$ cat config.mk
export PLATFORM = sky130hd
export DESIGN_NAME = prio_enc_arb
export DESIGN_NICKNAME = d
export VERILOG_FILES = /design/src/rtl/prio_enc_arb.sv
export SDC_FILE = /design/constraint.sdc
export NUM_CORES = 1
export LEC_CHECK = 0
export ABC_AREA = 0
export BUFFER_PORTS_ARGS = -buffer_cell sky130_fd_sc_hd__buf_4
export CAP_MARGIN = 20
export CORE_MARGIN = 2
export CORE_UTILIZATION = 55
export DETAILED_ROUTE_END_ITERATION = 10
export GPL_TIMING_DRIVEN = 0
export PLACE_DENSITY_LB_ADDON = 0.3
export SLEW_MARGIN = 40
export SYNTH_ARGS = -nofsm -noshare
export SYNTH_HDL_FRONTEND = slang
export SYNTH_SLANG_ARGS = --single-unit
$ cat constraint.sdc
create_clock -name clk -period 8.81 [get_ports clk]
set_input_delay 2.643 -clock clk [delete_from_list [all_inputs] [get_ports clk]]
set_output_delay 2.643 -clock clk [all_outputs]
set_load 0.005 [all_outputs]
$ cat src/rtl/prio_enc_arb.sv
// -----------------------------------------------------------------------------
// prio_enc_arb
//
// N-input priority encoder / arbiter with a single registered output slot and a
// valid/ready handshake. The winner is either the highest set request index
// (fixed mode) or the first set request found searching upward, with wrap,
// from a rotating start point (round-robin mode).
//
// Ports
//   clk     in   1     system clock, all state changes on the rising edge
//   rst     in   1     synchronous active-high reset
//   req     in   N     request vector, bit i = request from source i
//   mode    in   1     0 = fixed priority (highest index wins), 1 = round-robin
//   ready   in   1     consumer accepts the presented result this cycle
//   valid   out  1     idx/onehot/multi hold a live result
//   idx     out  IDXW  encoded winning index
//   onehot  out  N     one-hot of idx while valid, zero otherwise
//   multi   out  1     more than one request was set when the result was loaded
//
// Every output is driven straight from a register, so there is no
// combinational path from req, mode or ready to the outputs.
// -----------------------------------------------------------------------------
module prio_enc_arb #(
  parameter int N    = 8,
  parameter int IDXW = 3
) (
  input  logic            clk,
  input  logic            rst,
  input  logic [N-1:0]    req,
  input  logic            mode,
  input  logic            ready,
  output logic            valid,
  output logic [IDXW-1:0] idx,
  output logic [N-1:0]    onehot,
  output logic            multi
);

  // Output slot and round-robin pointer
  logic            r_valid;
  logic [IDXW-1:0] r_idx;
  logic [N-1:0]    r_onehot;
  logic            r_multi;
  logic [IDXW-1:0] r_ptr;

  logic            w_accept;
  logic            w_load;
  logic [IDXW-1:0] w_start;
  logic [N-1:0]    w_rot;
  logic [IDXW-1:0] w_off;
  logic [IDXW-1:0] w_rr;
  logic [IDXW-1:0] w_fixed;
  logic [IDXW-1:0] w_winner;
  logic            w_any;
  logic            w_multi;
  logic [N-1:0]    w_onehot;

  assign w_accept = r_valid & ready;
  assign w_load   = w_accept | ~r_valid;

  // On an accept the search starts just past the index being consumed, so the
  // same source cannot win twice in a row while someone else is requesting.
  // IDXW-bit arithmetic wraps modulo N because N is a power of two.
  assign w_start = w_accept ? (r_idx + IDXW'(1)) : r_ptr;

  // Rotate req so that bit 0 of w_rot is the request at w_start; the
  // round-robin winner is then the lowest set bit of w_rot, offset by w_start.
  genvar gi;
  generate
    for (gi = 0; gi < N; gi++) begin : g_rot
      assign w_rot[gi] = req[w_start + IDXW'(gi)];
    end
  endgenerate

  always_comb begin
    w_off = '0;
    for (int k = N - 1; k >= 0; k--) begin
      if (w_rot[k]) w_off = IDXW'(k);
    end
  end

  assign w_rr = w_start + w_off;

  // Fixed priority: ascending scan, so the highest set index is written last.
  always_comb begin
    w_fixed = '0;
    for (int k = 0; k < N; k++) begin
      if (req[k]) w_fixed = IDXW'(k);
    end
  end

  assign w_any    = |req;
  assign w_winner = mode ? w_rr : w_fixed;

  // Clearing the lowest set bit leaves something only if two or more were set.
  assign w_multi = |(req & (req - N'(1)));

  generate
    for (gi = 0; gi < N; gi++) begin : g_onehot
      assign w_onehot[gi] = w_any & (w_winner == IDXW'(gi));
    end
  endgenerate

  always_ff @(posedge clk) begin
    if (rst) begin
      r_valid  <= 1'b0;
      r_idx    <= '0;
      r_onehot <= '0;
      r_multi  <= 1'b0;
      r_ptr    <= '0;
    end else begin
      // The pointer follows every accept, whatever the mode, so switching to
      // round-robin continues from just past the last consumed index.
      if (w_accept) r_ptr <= r_idx + IDXW'(1);
      // A held (valid, not accepted) result ignores req and mode entirely.
      if (w_load) begin
        r_valid  <= w_any;
        r_idx    <= w_any ? w_winner : '0;
        r_onehot <= w_onehot;
        r_multi  <= w_multi;
      end
    end
  end

  assign valid  = r_valid;
  assign idx    = r_idx;
  assign onehot = r_onehot;
  assign multi  = r_multi;

endmodule

==> results_dict.tcl <==
set metrics [dict create \
    wl_per_cell_um 17.2 \
    synth_top_family_by_area "compound AO/OA/AOI/OAI gates" \
    clkLatencyLatePin_ps 280 \
    critPathMaxFanout 10 \
    antenna_left 0 \
    peakVddDrop_uv 183 \
    cts_max_path_buffers 2 \
    cpPeakStageDelay_ps 590 \
    portBuffers 22 \
    crit_top_cell "a21oi_1" \
    synthMuxAreaShare_pct 16.2 \
    cp-start-kind "primary input" \
    synth_area_leaders "dfxtp_1 21%, mux2i_1 6.0%, mux4_2 6.0%" \
    start_util_pct 59.3 \
    die_area_um2 3150 \
    total_power_w 0.000335 \
    rows 18 \
    ios 25 \
    synth_xor_xnor_area_share_pct 4.60 \
    grt_pass1_vias 1346 \
    holdCritPathClass "flip-flop to flip-flop" \
    drtPass1Iterations 4 \
    synth_edf_count 0 \
    synth_fa_ha_area_share_pct 4.35 \
    post-cts-setup-buffer-count 0 \
    synth_top_area_share_pct 21.4 \
    syn_inst 163 \
    worstMarginPinSlew_ps 813 \
    syn_nets 178 \
    seq_area_um2 320 \
    yosysUniqueCellTypes 64 \
    fmax_mhz 146 \
    synth_compound_area_share_pct 25.6 \
    crit_path_end_kind "flip-flop" \
    cts_buffers 3 \
    synth_simple_gate_area_share_pct 24.4 \
    synthArstFlopShare_pct 0 \
    cts_tree "built" \
    multi_input_area_um2 1120 \
    setup_viol 0 \
    p_leak_nw 0.715 \
    gp_congestion 0.956 \
    powerDensity_nw_per_um2 193 \
    cp.required_ps 8990 \
    grt_pass1_wl_um 6430 \
    antenna_found_initial 0 \
    area_delta_synth_final_pct 16.0 \
    dp_hpwl_um 3000 \
    synth_top_flop_cell "dfxtp_1" \
    vias 1407 \
    die_h_um 56.2 \
    critical_path_class "primary input to flip-flop" \
    clkSinkCount 16 \
    totalWireLength_um 3770 \
    slew_headroom_pct 45.4 \
    grt_usage_pct 25.4 \
    yosysSeqAreaShare_pct 21.4 \
    skew_ps 0.641 \
    crit_arrival_ps 7050 \
    cts-root-buf "clkbuf_4" \
    final_cell_mix "23 x buf_4, 17 x nor2_1, 16 x dfxtp_1" \
    ys.warnings.count 0 \
    ctsResizeCount 0 \
    cp_num_buf_inv 3 \
    hold_viol_final 0 \
    final_common_cell "buf_4" \
    drt_iter0_drc 58 \
    synth_top_area_cell "dfxtp_1" \
    drv_slew 0 \
    min_period_over_period_pct 78.0 \
    ys_seq_elements 16 \
    grt_max_degree 11 \
    drt-vias-per-instance 6.42 \
    maxCapViolations 0 \
    drive_gt1_share_pct 30.7 \
    fp.coreArea_um2 2520 \
    fp.dieW_um 56.2 \
    h-tree-depth 1 \
    layout_min_cycle_time_ps 6870 \
    synth_area_per_cell_um2 9.18 \
    cp_slowest_cell "mux4_2" \
    nets 205 \
    status "complete, no violations" \
    fillerInstances 196 \
    syn_area_um2 1500 \
    cts.clk_slew.worst_paths_ps 90 \
    hold_buffers 0 \
    antenna_cells 0 \
    rsz0062_at_grt "no" \
    critical_path.top_delay_family "compound AO/OA/AOI/OAI gates" \
    fin_util_pct 68.8 \
    drc 0 \
    tns_ps 0 \
    final_cell_area_um2 1740 \
    gr-total-overflow 0 \
    placed_area_um2 1700 \
    path_cells "buf_4 -> and3_2 -> a21oi_1 -> clkbuf_8 -> inv_1 -> ha_1 -> mux4_2 -> nand2b_1 -> o2bb2ai_1 -> a22oi_1 -> o311ai_0 -> fa_1 -> xnor2_1 -> nand2_1 -> a21oi_1 -> a311o_2 -> nor3_2 -> nor2_1 -> a32o_1" \
]
## power by group
group,internal [W],switching [W],leakage [nW]
Sequential,0.0000822,0.00000816,0.131
Combinational,0.0000900,0.000107,0.562
Clock,0.0000252,0.0000226,0.0210
## synthesized netlist by cell type (all sizes together) (4+ instances only)
cell	instances
nor3	6
xor2	4
nor2	18
mux2	4
nand3b	4
a32o	4
nand2	10
and3	4
a21oi	9
mux2i	10
o21ai	9
mux4	4
dfxtp	16
inv	4
## per-layer routing
| layer | track usage, % | vias to the layer above | part of all wire (%) |
|---|---|---|---|
| li1 | - | 688 | - |
| met1 | 32.6 | 674 | 46 |
| met2 | 44.2 | 39 | 49 |
| met3 | 4.65 | 6 | 4.4 |
| met4 | 5.44 | 0 | 1.1 |
| met5 | 0 | - | 0 |
## worst paths after layout
kind              startpoint        end  slack, ps  cells after the start
hold reg to reg    onehot[6]  onehot[6]        450                      2
setup reg to reg      idx[0]  onehot[0]       3680                     19
setup / recovery       ready  onehot[0]       1940                     19
hold / removal     onehot[6]  onehot[6]        450                      2
## logic make-up (layout without fill, tap and decap cells)
group | count (synthesis) | count (layout)
simple gates | 63 | 63
compound gates | 46 | 46
mux | 18 | 18
flops | 16 | 16
buf+inv | 8 | 34
xor+xnor | 7 | 7
fa+ha+maj | 5 | 5
## registers in the layout, indices dropped and copies added (netlist names)
signal	flops
valid	1
multi	1
onehot	8
r_ptr	3
idx	3
## metrics by stage
step                instances  hold slack [ps]  setup slack [ps]
floorplan                 163              443              2450
detailed placement        215              441              1720
CTS                       219              454              1990
finish                    219              451              1940
global placement          215              436              1790
global route              219              491              1690
## tightest hold or removal path, stage by stage, from the launching register on
cell     delay [ps]
dfxtp_1         320
nand2_1          50
o21ai_1          50
## area by class of cell
| class | count | area share, % |
|---|---|---|
| multi-input combinational | 139 | 64.8 |
| inverter | 4 | 0.865 |
| sequential | 16 | 18.5 |
| buffer | 4 | 2.09 |
| clock buffer | 4 | 2.09 |
| timing repair buffer | 22 | 9.52 |
| tap | 30 | 2.16 |
(Power assumes the default switching activity.)
